$ cat src/rtl/disp_scan_ctrl_pkg.sv
// Shared types and constants for the 7-segment scan controller.
// No logic; compile-time definitions only.
// No flow control.
package disp_scan_ctrl_pkg;

  localparam int DISP_SEG_W      = 7;
  localparam int DISP_NUM_DIGITS = 8;

  // Segments gfedcba, active-low.
  typedef logic [DISP_SEG_W-1:0] disp_segment_t;

  // All segments off.
  localparam disp_segment_t DISP_SEG_BLANK = 7'b1111111;

  typedef enum logic {
    ST_BLANK = 1'b0,
    ST_SHOW  = 1'b1
  } scan_state_e;

endpackage

$ cat src/rtl/disp_scan_ctrl_decoder.sv
// Hex nibble to active-low gfedcba segment pattern.
// Purely combinational; the caller registers the result.
// No flow control.
module DispDecoder
  import disp_scan_ctrl_pkg::*;
(
  input  logic [3:0]    nibble_i,
  output disp_segment_t seg_o
);

  // Lookup of the common-anode glyph for each hex digit.
  always_comb begin
    seg_o = DISP_SEG_BLANK;
    case (nibble_i)
      4'h0: seg_o = 7'b1000000;
      4'h1: seg_o = 7'b1111001;
      4'h2: seg_o = 7'b0100100;
      4'h3: seg_o = 7'b0110000;
      4'h4: seg_o = 7'b0011001;
      4'h5: seg_o = 7'b0010010;
      4'h6: seg_o = 7'b0000010;
      4'h7: seg_o = 7'b1111000;
      4'h8: seg_o = 7'b0000000;
      4'h9: seg_o = 7'b0010000;
      4'hA: seg_o = 7'b0001000;
      4'hB: seg_o = 7'b0000011;
      4'hC: seg_o = 7'b1000110;
      4'hD: seg_o = 7'b0100001;
      4'hE: seg_o = 7'b0000110;
      4'hF: seg_o = 7'b0001110;
    endcase
  end

endmodule

$ cat src/rtl/disp_scan_ctrl.sv
// Time-multiplexed 7-segment scan with tear-free frame-boundary commit (DISP_LZS_EN: leading-zero suppression).
// Outputs registered; write visible within one frame plus one slot.
// No backpressure: every write is accepted, the last one before a frame tick wins.
module disp_scan_ctrl
  import disp_scan_ctrl_pkg::*;
#(
  parameter int NUM_DIGITS = DISP_NUM_DIGITS,
  parameter int SCAN_DIV   = 50000,
  parameter int BLANK_CYC  = 500
) (
  input  logic                    clk,
  input  logic                    rst_n,
  input  logic                    wr_en,
  input  logic [4*NUM_DIGITS-1:0] wr_data,
  input  logic [NUM_DIGITS-1:0]   wr_dp,
  output logic                    pending,
  output logic                    frame_tick,
  output disp_segment_t           seg,
  output logic                    dp_n,
  output logic [NUM_DIGITS-1:0]   an_n
);

  localparam int CW = $clog2(SCAN_DIV);
  localparam int IW = $clog2(NUM_DIGITS);
  localparam int DW = 4*NUM_DIGITS;

  logic [CW-1:0]         cnt_q, cnt_d;
  logic [IW-1:0]         idx_q, idx_d;
  scan_state_e           state_q, state_d;
  logic [DW-1:0]         shadow_q, shadow_d, disp_q, disp_d;
  logic [NUM_DIGITS-1:0] shadow_dp_q, shadow_dp_d, disp_dp_q, disp_dp_d;
  logic                  pending_q, pending_d;
  logic                  frame_tick_q, frame_tick_d;
  disp_segment_t         seg_q, seg_d, dec_seg;
  logic                  dp_n_q, dp_n_d;
  logic [NUM_DIGITS-1:0] an_n_q, an_n_d;
  logic [NUM_DIGITS-1:0] blank_d;
  logic [3:0]            dec_nib;
  logic                  commit;

  // The shadow moves to the display only on the frame-tick cycle.
  assign commit    = frame_tick_q & pending_q;
  assign disp_d    = commit ? shadow_q : disp_q;
  assign disp_dp_d = commit ? shadow_dp_q : disp_dp_q;

`ifdef DISP_LZS_EN
  // Reset display is all zeros, so its mask blanks everything but digit 0.
  localparam logic [NUM_DIGITS-1:0] LZS_RST = {{(NUM_DIGITS-1){1'b1}}, 1'b0};

  logic [NUM_DIGITS-1:0] lzs_q, lzs_new;
  logic                  zero_above;

  // Digit i is blanked when it and every higher nibble are zero; digit 0 never.
  always_comb begin
    lzs_new    = '0;
    zero_above = 1'b1;
    for (int i = NUM_DIGITS-1; i > 0; i--) begin
      zero_above = zero_above & (shadow_q[4*i +: 4] == 4'h0);
      lzs_new[i] = zero_above;
    end
  end

  // Suppression mask follows the display, captured at commit.
  always_ff @(posedge clk or negedge rst_n) begin
    if (!rst_n)      lzs_q <= LZS_RST;
    else if (commit) lzs_q <= lzs_new;
  end

  assign blank_d = commit ? lzs_new : lzs_q;
`else
  assign blank_d = '0;
`endif

  // Slot counter, digit index, BLANK/SHOW sequencing and anode/tick decode.
  always_comb begin
    cnt_d = cnt_q + CW'(1);
    idx_d = idx_q;
    if (cnt_q == CW'(SCAN_DIV-1)) begin
      cnt_d = '0;
      idx_d = (idx_q == IW'(NUM_DIGITS-1)) ? '0 : idx_q + IW'(1);
    end
    state_d = state_q;
    case (state_q)
      ST_BLANK: if (cnt_d == CW'(BLANK_CYC)) state_d = ST_SHOW;
      ST_SHOW:  if (cnt_d == '0)             state_d = ST_BLANK;
      default:                               state_d = ST_BLANK;
    endcase
    frame_tick_d = (cnt_d == CW'(SCAN_DIV-1)) && (idx_d == IW'(NUM_DIGITS-1));
    an_n_d       = (state_d == ST_SHOW) ? ~(NUM_DIGITS'(1) << idx_d) : '1;
  end

  // Shadow capture; a write coinciding with commit stays pending for the next frame.
  always_comb begin
    shadow_d    = shadow_q;
    shadow_dp_d = shadow_dp_q;
    pending_d   = pending_q;
    if (commit) pending_d = 1'b0;
    if (wr_en) begin
      shadow_d    = wr_data;
      shadow_dp_d = wr_dp;
      pending_d   = 1'b1;
    end
  end

  assign dec_nib = disp_d[4*idx_d +: 4];

  DispDecoder u_dec (
    .nibble_i (dec_nib),
    .seg_o    (dec_seg)
  );

  // Segment data is only reloaded while the anodes are off.
  always_comb begin
    seg_d  = seg_q;
    dp_n_d = dp_n_q;
    if (state_d == ST_BLANK) begin
      seg_d  = blank_d[idx_d] ? DISP_SEG_BLANK : dec_seg;
      dp_n_d = blank_d[idx_d] | ~disp_dp_d[idx_d];
    end
  end

  // State and output registers.
  always_ff @(posedge clk or negedge rst_n) begin
    if (!rst_n) begin
      cnt_q        <= '0;
      idx_q        <= '0;
      state_q      <= ST_BLANK;
      shadow_q     <= '0;
      shadow_dp_q  <= '0;
      disp_q       <= '0;
      disp_dp_q    <= '0;
      pending_q    <= 1'b0;
      frame_tick_q <= 1'b0;
      seg_q        <= DISP_SEG_BLANK;
      dp_n_q       <= 1'b1;
      an_n_q       <= '1;
    end else begin
      cnt_q        <= cnt_d;
      idx_q        <= idx_d;
      state_q      <= state_d;
      shadow_q     <= shadow_d;
      shadow_dp_q  <= shadow_dp_d;
      disp_q       <= disp_d;
      disp_dp_q    <= disp_dp_d;
      pending_q    <= pending_d;
      frame_tick_q <= frame_tick_d;
      seg_q        <= seg_d;
      dp_n_q       <= dp_n_d;
      an_n_q       <= an_n_d;
    end
  end

  assign pending    = pending_q;
  assign frame_tick = frame_tick_q;
  assign seg        = seg_q;
  assign dp_n       = dp_n_q;
  assign an_n       = an_n_q;

endmodule

$ cat config.mk
export PLATFORM = sky130hd
export DESIGN_NAME = disp_scan_ctrl
export DESIGN_NICKNAME = d
export VERILOG_FILES = /design/src/rtl/disp_scan_ctrl_pkg.sv /design/src/rtl/disp_scan_ctrl_decoder.sv /design/src/rtl/disp_scan_ctrl.sv
export SDC_FILE = /design/constraint.sdc
export NUM_CORES = 1
export LEC_CHECK = 0
export CELL_PAD_IN_SITES_DETAIL_PLACEMENT = 1
export CELL_PAD_IN_SITES_GLOBAL_PLACEMENT = 2
export CORE_MARGIN = 4
export CORE_UTILIZATION = 38
export DETAILED_ROUTE_END_ITERATION = 7
export GPL_ROUTABILITY_DRIVEN = 0
export HOLD_SLACK_MARGIN = 0.12
export PLACE_DENSITY = 0.79
export REMOVE_ABC_BUFFERS = 1
export SETUP_SLACK_MARGIN = 0.4
export SYNTH_ARGS = -nofsm -noshare
export SYNTH_HDL_FRONTEND = slang
export SYNTH_SLANG_ARGS = --single-unit
$ cat constraint.sdc
create_clock -name clk -period 3.9 [get_ports clk]
set_input_delay 0.78 -clock clk [delete_from_list [all_inputs] [get_ports clk]]
set_output_delay 0.78 -clock clk [all_outputs]
set_load 0.02 [all_outputs]
==> reports/metrics.cfg <==
[yosys]
netlist.top_cell.by_area = dfrtp_1
async_flop_share_pct = 100
synth.area.top_cells = dfrtp_1 45%, mux2_2 15%, dfstp_2 7.5%
synth_top_area_share_pct = 45.2
yosys_warnings = 0
synth_cells = 465
synthFlopType = dfrtp_1
seq_area_frac_synth_pct = 52.7
synthDistinctLibCells = 59
synth-edff-count = 0
syn_area_per_cell_um2 = 12.1
syn_area_mm2 = 0.00564
ys_seq_elements = 118

[route]
remaining_drc_errors = 0
wl_per_cell_um = 18.3
vias_per_cell = 5.33
drt_iter0_drc = 234
drt-pass1-iter-count = 4
vias = 3926
wirelength_mm = 13.5
ant_nets = 0

[power_and_ir_drop]
p_clk_share_pct = 52.7
p_int_mw = 2.38
p_seq_share_pct = 43.2
switchingPower_mw = 0.611
p_sw_share_pct = 20.4
power.density_mw_per_mm2 = 415
vdd_drop_max_mv = 0.306
combPwrFrac_pct = 4.1
p_leak_nw = 3.24

[status]
outcome = finished clean

[global_routing]
grt_pass1_wl_mm = 22.8
grt-ovfl-total = 0
antenna_found_initial = 0
grt_pass1_vias = 4392
grtUsageTotal_pct = 17.5
grt_max_degree = 68

[finish]
finalNetCount = 591
final_common_cell = dfrtp_1
layout_common_cells = 99 x dfrtp_1, 74 x mux2_2, 58 x clkdlybuf4s50_1
stdcell_count = 737
drive_above_1_share_pct = 31.1
n_fill_cell = 1540
antennaDiodeCount = 0
area_growth_pct = 27.6

[clock_network]
cts_htree_levels = 4
clkTransAtPathRegs_ps = 60
ctsRootBufferMaster = clkbuf_16
cts_tree = done
cts_sinks = 118
clkLatencyLatePin_ps = 420
clockBufferDepth = 2
cts_hold_buf = 0
cts_made_buffers = 17

[timing]
slew_headroom_pct = 33.3
rsz0062_at_grt = yes
period_needed_ps = 3360
worstMarginPinSlew_ps = 1000
final-hold-violation-count = 0
finalSetupTns_ps = 0
clock_skew_ps = 9.27
hold-worst-slack_ps = 465
slew_viol_final = 0
setup_violations = 0
fmax_mhz = 298
min_period_over_period_pct = 86.1

[setup_path]
path_class = flop to flop
cp_max_fo = 12
critPathLaunch = cnt_q[0]
required_ps = 4250
startpoint_type = flop
arrival_ps = 3700
rr_startpoint = cnt_q[0]
worst_setup_path_end_kind = flop

[floorplan]
die_w_um = 130
core_mm2 = 0.0145
die_area_mm2 = 0.0169
ioPinCount = 61
initial_core_util_pct = 38.8
die-height_um = 130
row_count = 44

[worst_hold_path]
hp-start = seg[5]
hold_class = flop to flop

[placed_design]
portBuffers = 60
dp_cells = 697
dp_hpwl_mm = 9.32

[run]
drv_cap = 0

==> area by class of cell <==
cell class	count	area (µm²)	share of cell area, %
clock inverters	8	124	1.72
inverters	21	90.1	1.25
clock buffers	24	472	6.55
well taps	184	230	3.20
repair buffers	84	777	10.8
multi-input cells	298	2530	35.1
flip-flops and latches	118	2980	41.3
==> cells in the mapped netlist (all sizes together) (2+ instances only) <==
master,instances
a21oi,5
mux2i,24
nand4,6
o221ai,2
and4b,2
nand3,23
buf,12
a211oi,12
inv,19
a22o,2
mux2,74
nor3,5
a31oi,2
nand2,23
nor3b,2
nor2,19
nand3b,3
a21o,9
o21bai,2
clkbuf,16
or3,4
and4,3
o211a,3
nor4,6
nand4bb,2
ha,8
and3,12
o211ai,8
dfrtp,102
and2,2
or2,2
o21ai,7
dfstp,16
xnor2,9
xor2,5
o31ai,2
clkinv,2
nand2b,2
==> final timing paths <==
path / endpoint / slack [ps] / cells past startpoint
setup reg to reg: seg[3] / 540 / 14
setup / recovery: seg[3] / 540 / 14
hold reg to reg: seg[5] / 460 / 2
hold / removal: seg[5] / 460 / 2
min in group asynchronous: shadow_q[22] / 500 / 1
max in group asynchronous: an_n[3] / 2490 / 2
==> routing by layer <==
metal,part of all wire [%],GRT usage [%],vias to the layer above
met5,0,0,-
met4,1.5,6.66,0
met3,3.5,4.75,16
met2,49,28.4,68
met1,46,22.4,2017
li1,-,-,1825
==> worst max-delay path, cell delays in order, from the launching register on <==
cell      delay [ps]
dfrtp_2          410
ha_4             180
nand4_1          180
nor4_4           380
mux2i_2          310
clkinv_2         180
buf_6            190
or3_1            360
o211ai_2         140
inv_1            110
ha_1             290
inv_1             60
mux2i_1          150
mux2i_1           90
mux2_2           260
==> through the flow <==
step	worst slack (ps)	area (µm²)	utilization, %	power, mW
2_1_floorplan	179	5500	-	1.35
3_3_place_gp	331	6440	44.3	1.43
3_5_place_dp	191	6440	44.3	1.44
4_1_cts	395	7130	49.0	3.03
5_1_grt	364	7200	49.5	3.11
6_report	542	7200	49.5	2.99
==> power groups by stage <==
stage	combinational [mW]	clock (mW)	sequential (mW)
3_3_place_gp	0.121	0	1.31
3_5_place_dp	0.125	0	1.31
4_1_cts	0.126	1.61	1.29
6_report	0.122	1.58	1.29
2_1_floorplan	0.0442	0	1.30
5_1_grt	0.136	1.68	1.30
==> timing repair <==
| action | 4_1_cts | 5_1_grt |
|---|---|---|
| setup buffers | 5 | 3 |
| endpoints found under the setup margin | 7 | 17 |
| gates resized for setup | 10 | 12 |
| pin swaps | 2 | 2 |
==> state kept, by name (all words and copies together) (netlist names) <==
register and flops:
idx_q 3, cnt_q 16, shadow_q 32, frame_tick 1
disp_dp_q 8, seg 7, dp_n 1, shadow_dp_q 8
disp_q 32, pending 1, state_q 1, an_n 8
==> kinds of logic (layout without fill, tap and decap cells) <==
family / Yosys count / after routing / synth area share (%)
multiplexers: 98 / 98 / 19.2
AND/OR/NAND/NOR: 119 / 119 / 12.0
adder cells (fa/ha/maj): 8 / 8 / 1.77
AO/OA/AOI/OAI: 59 / 59 / 8.12
XOR/XNOR: 14 / 14 / 2.17
buffers and inverters: 49 / 137 / 4.06
flip-flops: 118 / 118 / 52.7
(Power assumes the default switching activity.)
==> RTL edit 1: new RTL, same settings <==
Change the package constant `DISP_NUM_DIGITS` from 8 to 4.
--- a/src/rtl/disp_scan_ctrl_pkg.sv
+++ b/src/rtl/disp_scan_ctrl_pkg.sv
@@ -4,7 +4,7 @@
 package disp_scan_ctrl_pkg;
 
   localparam int DISP_SEG_W      = 7;
-  localparam int DISP_NUM_DIGITS = 8;
+  localparam int DISP_NUM_DIGITS = 4;
 
   // Segments gfedcba, active-low.
   typedef logic [DISP_SEG_W-1:0] disp_segment_t;
Ports: changed (resized an_n, wr_data and wr_dp); port bits go from 61 to 37. No check against the original RTL was run, so the function may have changed too.
==> RTL edit 1 against the unedited design <==
Final area decreased by 38%. Critical endpoint is now seg[2]$_DFFE_PN1N_. Highest routed layer unchanged. Sequential cell count decreased by 45. Setup slack improved by 65 ps. Synthesized area decreased by 33%. Combinational power decreased by 47%. Sequential power decreased by 39%. Clock power decreased by 61%. Synthesized cell count decreased by 28%. Power decreased by 51%. Global-route usage decreased by 1.1 points. Die area decreased by 31%. Routed wire length decreased by 36%. Worst hold slack improved by 16 ps.
==> RTL edit 1: results (changes against the unedited design) <==
qor: clock_network.htree_num_levels 3 [-1]
qor: route.met2RoutedLength 4.04 mm [-39%]
qor: clock_network.clock_latency 350 ps [-70 ps]
qor: synth.mapped_cells 337 [-28%]
qor: cells_and_area.layout.clock.cell_area_share 0.0463 [-0.0364]
qor: global_routing.vias_in_the_first_global_route 2,811 [-36%]
qor: timing.worst_pin_slew 1100 ps [+104 ps]
qor: global_routing.grtUsageMet3 0.0525 [+0.00505]
qor: route.finalWirelength 8.69 mm [-36%]
qor: synth.synth_mux_area_frac 0.127 [-0.0648]
qor: worst_hold_path.hold_path.startpoint dp_n$_DFFE_PN1N_
qor: cells_and_area.nonClockBufferCount 42 [-50%]
qor: cells_and_area.fillers 1,086 [-29%]
qor: pwr.worst_ir_drop_vdd 0.000230 V [-25%]
qor: synth.synth-seq-area-share 0.484 [-0.0432]
qor: clock_network.ctsResizeCount 0 [-10]
qor: setup_path.rr_endpoint seg[2]$_DFFE_PN1N_
qor: clock_network.clk_pin_slew_worst_paths 80 ps [+20 ps]
qor: synth.synthXorXnorAreaFrac 0.0299 [+0.00817]
qor: synth.synth_cell_types 63 [+6.8%]
qor: cells_and_area.drive_gt1_frac 0.236 [-0.0751]
qor: timing.final.hold.worst_slack 481 ps [+15.9 ps]
qor: synth.adder_and_majority_cell_fraction_of_the_synthesized_area 0.0263 [+0.00855]
qor: cells_and_area.inverters 18 [-14%]
qor: status.outcome finished clean
qor: cells_and_area.layout.buffer.nonclock.area_share 0.0898 [-0.0181]
qor: cells_and_area.multi_input_area 1760 sq um [-30%]
qor: route.initialDrtViolationCount 88 [-62%]
qor: setup_path.worst-endpoint-arrival 3570 ps [-130 ps]
qor: cells_and_area.final.clkbuf_count 12 [-50%]
qor: place.placed_cell_area 4240 sq um [-34%]
qor: cells_and_area.multiInputCombCellCount 224 [-25%]
qor: synth.synth-seq-cells 73 [-38%]
qor: worst_hold_path.worst_hold_path.endpoint dp_n$_DFFE_PN1N_
qor: setup_path.crit_fanout 10 [-2]
qor: global_routing.pin_count_of_the_biggest_net_entering_global_routing 50 [-26%]
qor: synth.synth_top_cells_by_count dfrtp_1, mux2_2, nand2_1
qor: setup_path.r2r_setup_slack 610 ps [+60 ps]
qor: pwr.power_density 329 nW/um^2 [-21%]
qor: global_routing.gr-usage-met1 0.221 [-0.00376]
qor: clock_network.numCtsBuffers 9 [-8]
qor: global_routing.first_pass_grt_wire_length 14.7 mm [-35%]
qor: synth.most_area_consuming_cells_after_synthesis dfrtp_1, mux2_2, dfstp_2, ha_1, mux2i_1
[RTL edit 1: cell types whose count changed in the layout (fill, tap and decap cells not counted), moves of 5 or more]
cell	change
nand3_1	-7
a31oi_1	+5
and3_1	-8
mux2_2	-40
buf_4	-18
dfrtp_1	-38
clkbuf_16	-17
a211oi_1	-10
clkdlybuf4s50_1	-23
nor2_1	-6
clkbuf_8	+9
mux2i_1	-11
[RTL edit 1: report_power, final]
| group | internal (mW) | leakage, nW | switching [mW] |
|---|---|---|---|
| clock network | 0.331 | 0.103 | 0.281 |
| logic | 0.0388 | 0.969 | 0.0263 |
| registers | 0.778 | 0.912 | 0.0108 |
| total | 1.15 | 1.98 | 0.318 |
[RTL edit 1: critical path, stage by stage, from the launching register on]
cell and delay [ps]:
dfrtp_1 440, ha_1 270, and3_1 350, and2_1 210, and2_1 210, nor2_1 90, inv_2 190, mux2i_1 120
mux2i_2 350, inv_1 120, ha_1 290, or3_1 390, a31oi_1 190
==> RTL edit 2: new RTL, config.mk and constraints unchanged <==
Without the edit above. Put one more register stage on the output `an_n`, with the module's reset. The value now appears one clock later. The other outputs are not delayed to match.
--- a/src/rtl/disp_scan_ctrl.sv
+++ b/src/rtl/disp_scan_ctrl.sv
@@ -154,7 +154,13 @@
   assign frame_tick = frame_tick_q;
   assign seg        = seg_q;
   assign dp_n       = dp_n_q;
-  assign an_n       = an_n_q;
+  always_ff @(posedge clk or negedge rst_n) begin
+    if (!rst_n) begin
+      an_n <= '0;
+    end else begin
+      an_n <= an_n_q;
+    end
+  end
 
 endmodule
 
Behaviour: not the same (Yosys sat finds a counterexample within 4 cycles, from zero or initial values and one cycle with rst_n low).
==> RTL edit 2 against the unedited design <==
Power grew 4.1%. Critical path type unchanged. Highest routed layer unchanged. Synthesized area grew 3.5%. Routed wire length grew 2.8%. Sequential power grew 6%. Count of clock-buffer cells in the layout shrank 1. Non-clock buffer count grew 1. Sequential cell count grew 8. Critical endpoint is now seg[6]$_DFFE_PN1N_. Setup slack lost 110 ps. Sequential share of layout area grew 0.78 points. Final area grew 4.8%.
==> RTL edit 2: results (changes against the unedited design) <==
qor: route.initialDrtViolationCount 210 [-10%]
qor: timing.skew 7.80 ps [-1.48 ps]
qor: place.dpl.hpwl 9.57 mm [+2.6%]
qor: synth.post-synth-top-area-fraction 0.471 [+0.0188]
qor: setup_path.cp-endpoint seg[6]$_DFFE_PN1N_
qor: worst_hold_path.hold_path.startpoint an_n_q[6]$_DFF_PN1_
qor: synth.synth-seq-area-share 0.543 [+0.0162]
qor: clock_network.clk_pin_slew_worst_paths 50 ps
qor: clock_network.clock_latency 420 ps [about the same]
qor: place.detailedPlace.worstSlack 281 ps [+89.7 ps]
qor: clock_network.cts_max_path_buffers 2 [unchanged]
qor: global_routing.vias_in_the_first_global_route 4,409 [+0.39%]
qor: cells_and_area.num_antenna_cells 0 [unchanged]
qor: synth.synth.yosys.warnings 0 [unchanged]
qor: cells_and_area.number_of_nets_in_the_layout 600 [+1.5%]
qor: worst_hold_path.worst_hold_path.num_cells 0 [-2]
qor: global_routing.grtUsageMet3 0.0450 [-0.00244]
qor: clock_network.htree_num_levels 4 [unchanged]
qor: clock_network.clock_tree_root clkbuf_16
qor: place.placement.io_buffers 60 [unchanged]
qor: timing.minimum_setup_slack_in_the_final_design 436 ps [-107 ps]
qor: status.outcome finished clean
qor: setup_path.rr_worst_depth 15 [+1]
qor: synth.synth_cell_types 59 [unchanged]
qor: cells_and_area.fillers 1,518 [-1.4%]
qor: synth.most_area_consuming_cells_after_synthesis dfrtp_1, mux2_2, dfstp_2, mux2i_1, nand3_1
qor: global_routing.gr-usage-met1 0.203 [-0.0215]
qor: setup_path.worst-endpoint-arrival 3810 ps [+110 ps]
qor: cells_and_area.post-route-cell-area 7540 sq um [+4.8%]
qor: global_routing.pin_count_of_the_biggest_net_entering_global_routing 69 [+1.5%]
qor: setup_path.crit_fanout 5 [-7]
qor: clock_network.numCtsBuffers 17 [unchanged]
qor: cells_and_area.largest_registers disp_q x32, shadow_q x32, cnt_q x16
qor: route.routed-via-count 4,003 [+2.0%]
qor: worst_hold_path.min_path_type reg2reg
qor: place.placed_cell_area 6650 sq um [+3.2%]
qor: worst_hold_path.worst_hold_path.endpoint an_n[6]$_DFF_PN0_
qor: global_routing.grt_usage 0.164 [-0.0106]
qor: global_routing.grt_antenna_before_repair 0 [unchanged]
qor: route.dr.pass1.iters 4 [unchanged]
qor: setup_path.worst-setup-path-type reg2reg
qor: route.finalWirelength 13.9 mm [+2.8%]
qor: global_routing.met2_usage 0.277 [-0.00738]
qor: cells_and_area.drive_gt1_frac 0.329 [+0.0182]
qor: pwr.worst_ir_drop_vdd 0.000251 V [-18%]
qor: setup_path.worst_reg2reg_path_startpoint idx_q[0]$_DFF_PN0_
qor: timing.worst_pin_slew 962 ps [-37.5 ps]
qor: pwr.static-leakage-power 3.33 nW [+2.8%]
qor: synth.synth_top_cells_by_count dfrtp_1, mux2_2, nand2_1, nand3_1, mux2i_1
qor: synth.share_of_flip_flops_with_an_asynchronous_set_or_reset_after_synthesis 1.00 [unchanged]
qor: global_routing.first_pass_grt_wire_length 22.8 mm [unchanged]
qor: synth.ys.flop_type dfrtp_1
[RTL edit 2: changes by cell type after synthesis, sizes merged]
| cell | before | now |
|---|---|---|
| dfrtp | 102 | 110 |
[RTL edit 2: kinds of logic after synthesis]
group,after synthesis,synth area share
buffers and inverters,49,0.0392
AO/OA/AOI/OAI,59,0.0784
AND/OR/NAND/NOR,119,0.116
flip-flops,126,0.543
adder cells (fa/ha/maj),8,0.0171
multiplexers,98,0.185
XOR/XNOR,14,0.0210
[RTL edit 2: layer usage]
metal  part of all wire  wire length [um]
met1               0.44              6110
met2               0.50              7000
met3              0.035               492
met4              0.019               263
met5                  0                 0
[RTL edit 2: area by class of cell]
type | instances | area share
Clock buffer | 23 | 0.0620
Multi-Input combinational cell | 298 | 0.345
Timing Repair Buffer | 85 | 0.111
Sequential cell | 126 | 0.421
Tap cell | 188 | 0.0312
Inverter | 21 | 0.0118
Clock inverter | 9 | 0.0179
[RTL edit 2: worst max-delay path: stages, from the launching register on]
cell	delay, ps
dfrtp_2	440
ha_4	180
ha_4	250
or4b_4	460
nor4_4	330
a21oi_2	90
inv_4	110
buf_12	130
mux2i_4	250
o22a_1	200
o211ai_4	120
ha_2	210
inv_2	70
mux2i_1	80
a22o_1	190
mux2_2	260
[RTL edit 2: metrics by stage]
step	power [mW]	instances	hold slack, ps
after floorplan	1.43	445	379
after global placement	1.52	706	381
after detailed placement	1.52	706	382
after CTS	3.16	738	390
after global routing	3.24	750	391
final	3.11	750	389
[RTL edit 2: power breakdown]
group          switching (mW)  internal (mW)
clock network           0.576           1.04
logic                  0.0486         0.0749
registers              0.0227           1.35
total                   0.647           2.47
[RTL edit 2: timing repair]
item	CTS	global route
setup buffers	0	12
setup endpoints to repair	7	15
resized for setup	8	29
pin swaps	1	10
